==> config.mk <==
export PLATFORM = sky130hd
export DESIGN_NAME = cpu_nic
export DESIGN_NICKNAME = d
export VERILOG_FILES = /design/src/rtl/cpu_nic_pkg.sv /design/src/rtl/nic_buffer.sv /design/src/rtl/cpu_nic.sv
export SDC_FILE = /design/constraint.sdc
export NUM_CORES = 1
export LEC_CHECK = 0
export ABC_AREA = 1
export CORE_MARGIN = 4
export CORE_UTILIZATION = 41
export DETAILED_ROUTE_END_ITERATION = 7
export HOLD_SLACK_MARGIN = 0.02
export PLACE_DENSITY_LB_ADDON = 0.1
export SLEW_MARGIN = 10
export SYNTH_ARGS = -nofsm -noshare
export SYNTH_HDL_FRONTEND = slang
export SYNTH_HIERARCHICAL = 1
export SYNTH_SLANG_ARGS = --single-unit
==> constraint.sdc <==
create_clock -name clk -period 3.1 [get_ports clk]
set_input_delay 0.31 -clock clk [delete_from_list [all_inputs] [get_ports clk]]
set_output_delay 0.31 -clock clk [all_outputs]
set_load 0.03 [all_outputs]
==> src/rtl/cpu_nic_pkg.sv <==
// Shared constants and types for the processor/router network interface.
package cpu_nic_pkg;

  localparam int DATA_W = 64;

  // Processor-visible register map
  localparam logic [1:0] ADDR_IN_BUF     = 2'b00;
  localparam logic [1:0] ADDR_IN_STATUS  = 2'b01;
  localparam logic [1:0] ADDR_OUT_BUF    = 2'b10;
  localparam logic [1:0] ADDR_OUT_STATUS = 2'b11;

  // Output-side send sequencer
  typedef enum logic [1:0] {
    ST_EMPTY = 2'b00,
    ST_HOLD  = 2'b01,
    ST_SEND  = 2'b10
  } send_state_e;

endpackage

==> src/rtl/nic_buffer.sv <==
// Single-entry packet buffer with a full flag.
// Data is kept after clr; only the flag drops. Reset zeroes both.
module nic_buffer #(
  parameter int W = cpu_nic_pkg::DATA_W
) (
  input  logic         clk,
  input  logic         reset,
  input  logic         load,
  input  logic         clr,
  input  logic [0:W-1] d,
  output logic [0:W-1] q,
  output logic         full
);

  logic [0:W-1] data_q, data_d;
  logic         full_q, full_d;

  // Next-state: load wins over clear
  always_comb begin
    data_d = data_q;
    full_d = full_q;
    if (load) begin
      data_d = d;
      full_d = 1'b1;
    end else if (clr) begin
      full_d = 1'b0;
    end
  end

  // Entry and flag registers with synchronous active-low reset
  always_ff @(posedge clk) begin
    if (!reset) begin
      data_q <= '0;
      full_q <= 1'b0;
    end else begin
      data_q <= data_d;
      full_q <= full_d;
    end
  end

  assign q    = data_q;
  assign full = full_q;

endmodule

==> src/rtl/cpu_nic.sv <==
// Network interface between a processor register port and a router link.
//
// state    | meaning
// ---------+-----------------------------------------------------------
// ST_EMPTY | out_buf free; a processor write to the out-buf is accepted
// ST_HOLD  | packet held; waiting for router ready and matching polarity
// ST_SEND  | net_so high for this single cycle, then back to ST_EMPTY
//
// Data words use [0:DATA_W-1] ordering, so bit 0 is the MSB and the
// status flag in a status read lands at bit DATA_W-1 (value 1).
module cpu_nic #(
  parameter int DATA_W = cpu_nic_pkg::DATA_W,
  parameter int ADDR_W = 2
) (
  input  logic              clk,
  input  logic              reset,
  input  logic [ADDR_W-1:0] addr,
  input  logic [0:DATA_W-1] d_in,
  output logic [0:DATA_W-1] d_out,
  input  logic              nicEn,
  input  logic              nicWrEn,
  input  logic              net_si,
  output logic              net_ri,
  input  logic [0:DATA_W-1] net_di,
  output logic              net_so,
  input  logic              net_ro,
  output logic [0:DATA_W-1] net_do,
  input  logic              net_polarity
);

  import cpu_nic_pkg::*;

  send_state_e state_q, state_d;

  logic [0:DATA_W-1] in_buf, out_buf;
  logic              in_full, out_full;
  logic              in_load, in_clr;
  logic              out_load, out_clr;
  logic              rd_in_buf, wr_out_buf;

  assign rd_in_buf  = nicEn && !nicWrEn && (addr == ADDR_IN_BUF);
  assign wr_out_buf = nicEn &&  nicWrEn && (addr == ADDR_OUT_BUF);

  // Router side: accept only into an empty entry; a processor read drains it
  assign in_load = net_si && !in_full;
  assign in_clr  = rd_in_buf;

  nic_buffer #(.W(DATA_W)) u_in_buf (
    .clk   (clk),
    .reset (reset),
    .load  (in_load),
    .clr   (in_clr),
    .d     (net_di),
    .q     (in_buf),
    .full  (in_full)
  );

  nic_buffer #(.W(DATA_W)) u_out_buf (
    .clk   (clk),
    .reset (reset),
    .load  (out_load),
    .clr   (out_clr),
    .d     (d_in),
    .q     (out_buf),
    .full  (out_full)
  );

  // Send sequencer state register
  always_ff @(posedge clk) begin
    if (!reset) begin
      state_q <= ST_EMPTY;
    end else begin
      state_q <= state_d;
    end
  end

  // Send sequencer next-state and buffer control; writes outside EMPTY are dropped
  always_comb begin
    state_d  = state_q;
    out_load = 1'b0;
    out_clr  = 1'b0;
    net_so   = 1'b0;
    unique case (state_q)
      ST_EMPTY: begin
        if (wr_out_buf && !out_full) begin
          out_load = 1'b1;
          state_d  = ST_HOLD;
        end
      end
      ST_HOLD: begin
        if (net_ro && (out_buf[0] == net_polarity)) begin
          state_d = ST_SEND;
        end
      end
      ST_SEND: begin
        net_so  = 1'b1;
        out_clr = 1'b1;
        state_d = ST_EMPTY;
      end
      default: begin
        state_d = ST_EMPTY;
      end
    endcase
  end

  // Processor read mux; status words carry the flag in the last bit
  always_comb begin
    d_out = '0;
    case (addr)
      ADDR_IN_BUF:     d_out = in_buf;
      ADDR_IN_STATUS:  d_out = {{(DATA_W-1){1'b0}}, in_full};
      ADDR_OUT_BUF:    d_out = out_buf;
      ADDR_OUT_STATUS: d_out = {{(DATA_W-1){1'b0}}, out_full};
      default:         d_out = '0;
    endcase
  end

  assign net_ri = !in_full;
  assign net_do = out_buf;

endmodule

==> Word-level counts from Yosys, hierarchy flattened <==
Index checks and enable logic that the tools add are counted.
{ "word_totals": {"reg_bits": 132} }
{ "classes": {"n_eq_ne": 8, "muxes": 11, "n_reduce_logical": 15} }
{ "ops": {"columns": ["operator", "n"], "rows": [
  ["one-hot mux 64 bit (4 select lines)", 1],
  ["logical AND 1 bit", 7],
  ["2-to-1 mux 1 bit", 7],
  ["== test 2 bit (second input constant)", 3],
  ["== test 2 x 1 -> 1 bit (second input constant)", 2],
  ["logical NOT 2 bit", 2],
  ["2-to-1 mux 2 bit", 2],
  ["!= test 2 bit (second input constant)", 2],
  ["one-hot mux 2 bit (2 select lines)", 1],
  ["nonzero test 2 bit", 2],
  ["logical NOT 1 bit", 3],
  ["AND reduction 2 bit", 1],
  ["== test 1 bit", 1]
]} }

==> Depth between registers and ports, before layout <==
Gate-level depths: netlist of the first run.
{ "depth": {"ltp_word": 6, "ltp_mapped": 10} }

==> Modules after synthesis <==
The synthesis of the first run kept the hierarchy.
{ "by_module_without_submodules": {"columns": ["module", "n_inst", "cells_each", "area_each_um2"], "rows": [
  ["nic_buffer", 2, 283, 2292.2],
  ["cpu_nic", 1, 238, 1013.5]
]} }

==> Worst setup path before layout of the first run <==
Ideal clock, no wire load.
{ "synth_timing": {"kind": "flip-flop to output port", "from": "register u_out_buf.data_q (netlist bit u_out_buf/q[0])", "to": "output port d_out[0] (netlist bit)", "t_arrival_ps": 1310, "path_slack_ps": 1480, "stages_incl_launch_ff": 3, "cell_sequence": "dfxtp_1 -> inv_1 -> o21ai_0"} }
{ "synth_between": {"elab_chain_cells": 1} }
{ "synth_rtl": {"columns": ["element", "line", "source"], "rows": [
  ["from (decl)", "nic_buffer.sv:15", "logic [0:W-1] data_q, data_d;"],
  ["from (signal assigned)", "nic_buffer.sv:36", "data_q <= data_d;"],
  ["one-hot mux 64 bit (4 select lines)", "cpu_nic.sv:109", "case (addr)"],
  ["to (decl)", "cpu_nic.sv:19", "output logic [0:DATA_W-1] d_out,"]
]} }
No other way between the ends.

==> Final worst setup path of the first run <==
{ "layout_timing": {"from": "input port addr[1]", "to": "output port d_out[22] (netlist bit)"} }
{ "layout_between": {"elab_chain_cells": 2} }
{ "layout_rtl": {"columns": ["element", "line", "source"], "rows": [
  ["from (decl)", "cpu_nic.sv:17", "input logic [ADDR_W-1:0] addr,"],
  ["== test 2 bit, or another cell as far along", "cpu_nic.sv:109", null],
  ["one-hot mux 64 bit (4 select lines) (*)", "cpu_nic.sv:109", null]
]} }
Mark *: on every way between the ends. The rest lies on a longest branch, timed or not.

==> metrics.txt, run 1 <==
Avg Cell Area, Syn=6.963 um^2; fill cell count=1254; DRC=0; post_cts resized=0; clock latency on the worst-skew pair=0.41 ns; PortBufs=266; die area=15590 um^2; die height=124.8 um; DP HPWL=12390 um; YS warnings=6; total length of routed wires=18480 um; antenna violations before repair=0; crit-path cells=clkdlybuf4s50_1 > nand2_2 > inv_2 > buf_4 > nand2_1 > nand2_1 > clkdlybuf4s50_1; first-pass detailed-route iteration total=4; Via-to-Cell Ratio=4.767; Net Sw Frac=25.69%; core area=13300 um^2; CP Capture Type=output port; Root Driver=clkbuf_16; first-pass GRT wire length=28810 um; Syn Std Cell Area=5598 um^2; CTS tree=built; PwrDens=505.2 nW/um^2; Final setup viols=0; fin crit period=2.590 ns; Util after Layout=65.57%; Clk pwr share=41.5%; largest net degree at the start of global routing=72; clock buffer depth=2; # rows=42; max_cap viols=0; fmax=386.1 MHz; starting density of the core=42.10%; Fin Setup TNS=0 ns; Internal=3.272 mW; RSZ-0062 raised after global routing=false; htree depth=4; post-synthesis sequential area ratio=47.21%; Worst Hold Class=input pin to flop; cts hold-fix bufs=0; vias in the first global route=5511; Hold Vio Cnt, Final=0; Routed Antenna Nets=0; nets=1181; synthesis-to-layout area growth=55.72%; clock sink count=132; outcome=finished, final reports clean; Iteration-0 DRC Markers=390; cells after synthesis=804; Reg power frac=42.2%; CP Launch Type=input pin; width of the die=124.8 um; Worst-Margin Slew=0.6726 ns; Tot GR Track Use=22.92%; Final period util=83.54%; syn_nets=941; share of post-route cells with drive strength above 1=4.554%; Peak VDD IR=0.3424 mV; Max Clock Skew=0.006240 ns; slowest cell delay on critical path=0.67 ns; Worst Path Required=2.79 ns; P_leak=3.839 nW; drt wl/cell=15.03 um; global route total overflow=0; gp weighted congestion=0.8167; FF+latch count, synth=132; Clock Pin Slew Worst Setup and Hold Paths=0.05 ns; library cells used by synthesis=21; Worst Path Max Fanout=31; Final Max Slew Viols=0; worst setup path class=input pin to output port; Worst Path Arrival=2.28 ns; Critical Path Slowest Stage Cell=clkdlybuf4s50_1; Max-slew headroom=55.16%; Comb power frac=16.3%; # IOs=267; total CTS buffers=17; diode count=0; postcts setup bufs=0; DR vias=5863; Switch Pwr=1.131 mW
routing by layer:
metal / wire (um) / global-route usage (%)
met2: 8900 / 38.36
met4: 213 / 7.334
met1: 7649 / 27.58
met3: 1720 / 8.062
met5: 0 / 0
logic make-up (layout without fill, tap and decap cells):
kind of cell | Yosys count | after routing | share of synthesized area (%)
AOI/OAI and AO/OA | 131 | 131 | 11.85
buffers and inverters | 72 | 322 | 9.164
DFF | 132 | 132 | 47.21
and+or+nand+nor | 469 | 469 | 31.78
flip-flops by register name (all words and copies together) (netlist names):
name,cells
u_out_buf/q,64
u_out_buf/full,1
state_q,2
u_in_buf/q,64
u_in_buf/full,1
through the flow:
step | cell area, um^2 | setup WS, ns | cells | hold slack, ns | power [mW]
2_1_floorplan | 5598 | 1.480 | 804 | 0.4445 | 2.265
3_3_place_gp | 8180 | 0.4976 | 1201 | 0.4730 | 2.610
3_5_place_dp | 8180 | 0.5015 | 1201 | 0.4821 | 2.614
4_1_cts | 8717 | 0.4935 | 1230 | 0.4298 | 4.452
5_1_grt | 8717 | 0.4164 | 1230 | 0.4573 | 4.584
6_report | 8717 | 0.5102 | 1230 | 0.4341 | 4.403
layout make-up:
class	instances	area, um^2	area share, %
clock buffer	24	511.7	5.871
clock inverter	5	25.02	0.2871
inverter	17	63.81	0.7320
multi-input combinational	600	2456	28.18
sequential	132	2643	30.31
tap	176	220.2	2.526
timing repair buffer	276	2798	32.09
final timing paths:
kind	cells after the start	start	slack (ns)	to
max	7	addr[1]	0.51	d_out[22]
min reg2reg	2	u_in_buf/q[54]	0.49	u_in_buf/q[54]
max reg2reg	7	state_q[1]	1.43	u_out_buf/q[25]
min	3	reset	0.43	u_in_buf/full
synth_stat cells, drive strengths merged:
cell    instances  share of area [%]
nor2          263                 18
nand2         199                 13
dfxtp         132                 47
o21ai         129                 12
buf            34                6.4
clkbuf         21                1.6
inv            17                1.1
nand3           4               0.36
a21oi           2               0.31
and2            1               0.11
nand3b          1               0.13
nand4           1               0.11
power groups by stage:
stage	combinational [mW]	sequential [mW]	clock (mW)
CTS	0.724	1.86	1.87
detailed placement	0.721	1.89	0
floorplan	0.330	1.94	0
finish	0.718	1.86	1.83
global route	0.777	1.87	1.93
global placement	0.716	1.89	0
cell usage in the layout (no fill, tap or decap), drive strengths merged, types with 2 or more instances in the layout:
master,count
clkdlybuf4s50,265
nor2,263
nand2,199
dfxtp,132
o21ai,129
clkbuf,24
inv,17
buf,11
clkinv,5
nand3,4
a21oi,2
critical path, delay by kind of cell:
kind | cells | cell delay (ns)
buf+inv | 4 | 1.65
simple gates | 3 | 0.29
Power figures use the tool's default switching activity.
==> run 2: changes to the inputs <==
- CORE_UTILIZATION: 41 -> 37
- clock period: 3.1 -> 2.2 ns (I/O delays scaled with it)
==> run 2 against run 1 <==
Net effect: via count shrank 2.0%; critical endpoint is now net_so; highest routed layer unchanged; count of clock-buffer cells in the layout is 4 lower; critical path depth fell by 4; global-route usage decreased by 2.2 points.
==> metrics.txt, run 2 (same netlist as run 1, synthesis figures left out) <==
critical path endpoint=net_so; Worst Path Required=1.98 ns (-0.81 ns); post_cts resized=0 (unchanged); die area=17160 um^2 (+10%); Post-Layout Cell Count=1244 (+1.1%); antenna violations before repair=0 (unchanged); reg-to-reg startpoint=u_in_buf/full; Routed Antenna Nets=0 (unchanged); placed cell count=1212 (+0.92%); P_leak=4.044 nW (+5.3%); outcome=finished, final reports clean; width of the die=131 um (+4.9%); CTS tree=built; Fin Setup TNS=0 ns (unchanged); share of post-route cells with drive strength above 1=11.23% (+6.7 points); drt wl/cell=14.60 um (-2.9%); postcts setup bufs=0 (unchanged); total CTS buffers=17 (unchanged); PwrDens=796.8 nW/um^2 (+58%); Max-slew headroom=58.75% (+3.6 points); Final period util=83.61%; R2R depth=5 (-2); synthesis-to-layout area growth=57.09%; flop2flop setup slack=0.77 ns (-0.66 ns); dpl ws=0.3450 ns (-0.1565 ns); critical path launch point=state_q[1]; clock sink count=132 (unchanged); Max Clock Skew=0.008440 ns (+0.002200 ns); Worst-Margin Slew=0.6188 ns (-0.05387 ns); Via-to-Cell Ratio=4.620 (-3.1%); Iteration-0 DRC Markers=249 (-36%); clock latency on the worst-skew pair=0.42 ns (about the same); nets=1184 (+0.25%); DRC=0 (unchanged); Worst Slack Setup Final=0.3606 ns (-0.1496 ns); Root Driver=clkbuf_16; diode count=0 (unchanged); RSZ-0062 raised after global routing=false; first-pass GRT wire length=27730 um (-3.7%); largest net degree at the start of global routing=65 (-9.7%); CP Launch Type=flop; gp weighted congestion=0.8199 (+0.39%); most frequent cells in the layout=nor2_1 (261), clkdlybuf4s50_1 (201), nand2_1 (198); core area=14700 um^2 (+11%); Final setup viols=0 (unchanged); # IOs=267 (unchanged); DR vias=5747 (-2.0%); Worst Path Max Fanout=3 (-90%); most common cell after layout, fill and taps aside=nor2_1; PortBufs=266 (unchanged); htree depth=4 (unchanged); max_cap viols=0 (unchanged); Worst Path Arrival=1.62 ns (-0.66 ns); CP Capture Type=output port; Util after Layout=59.82% (-5.7 points); Hold Vio Cnt, Final=0 (unchanged); fmax=543.7 MHz; cts hold-fix bufs=0 (unchanged); # rows=44 (+4.8%); first-pass detailed-route iteration total=4 (unchanged); die height=131 um (+4.9%); Peak VDD IR=0.5049 mV (+47%); vias in the first global route=5499 (-0.22%); worst setup path class=flop to output port; total length of routed wires=18160 um (-1.8%); fin crit period=1.839 ns; global route total overflow=0 (unchanged); Worst Hold Class=input pin to flop; Final Max Slew Viols=0 (unchanged); Clock Pin Slew Worst Setup and Hold Paths=0.05 ns (about the same); DP HPWL=12480 um (+0.78%); Hold Path Stages=3 (unchanged); clock buffer depth=2 (unchanged); starting density of the core=38.08% (-4.0 points); reg2reg end=u_in_buf/q[42]; Tot GR Track Use=20.71% (-2.2 points)
==> run 2: per-stage QoR <==
stage	instance area (um^2)	hold slack (ns)	power, mW
5_1_grt	8793	0.2779	7.281
6_report	8793	0.2633	7.006
4_1_cts	8793	0.2363	7.094
3_3_place_gp	8078	0.4685	3.670
2_1_floorplan	5598	0.3545	3.192
3_5_place_dp	8078	0.4825	3.675
==> run 2: worst min-delay path by stage <==
stage,start,endpoint,slack [ns]
floorplan,reset,state_q[0],0.35
global placement,u_in_buf/q[58],u_in_buf/q[58],0.47
detailed placement,u_in_buf/q[60],u_in_buf/q[60],0.48
CTS,reset,u_out_buf/full,0.24
global route,reset,u_out_buf/full,0.28
finish,reset,u_out_buf/full,0.26
==> run 2: critical path: stages (launching register included) <==
cell	delay, ns
dfxtp_1	0.30
inv_1	0.06
nor2_1	0.13
clkdlybuf4s50_1	0.71
==> run 2: power breakdown <==
group | total [mW] | internal [mW] | switching (mW)
logic | 1.00 | 0.470 | 0.535
registers | 2.62 | 2.54 | 0.0791
clock network | 3.39 | 2.33 | 1.05
total | 7.01 | 5.34 | 1.67
==> run 2: routing by layer <==
metal | up-vias | routed length (um) | global-route usage (%)
met5 | - | 0 | 0
met4 | 0 | 325 | 7.743
met3 | 22 | 1417 | 6.789
met2 | 193 | 8541 | 34.41
met1 | 2544 | 7876 | 24.95
li1 | 2988 | - | -
==> run 2: cell type report <==
type | count | area, um^2
tap | 184 | 230.2
multi-input combinational | 600 | 2456
inverter | 17 | 63.81
clock buffer | 20 | 466.7
timing repair buffer | 279 | 2685
clock inverter | 12 | 249.0
sequential | 132 | 2643
fill | 1460 | 5906
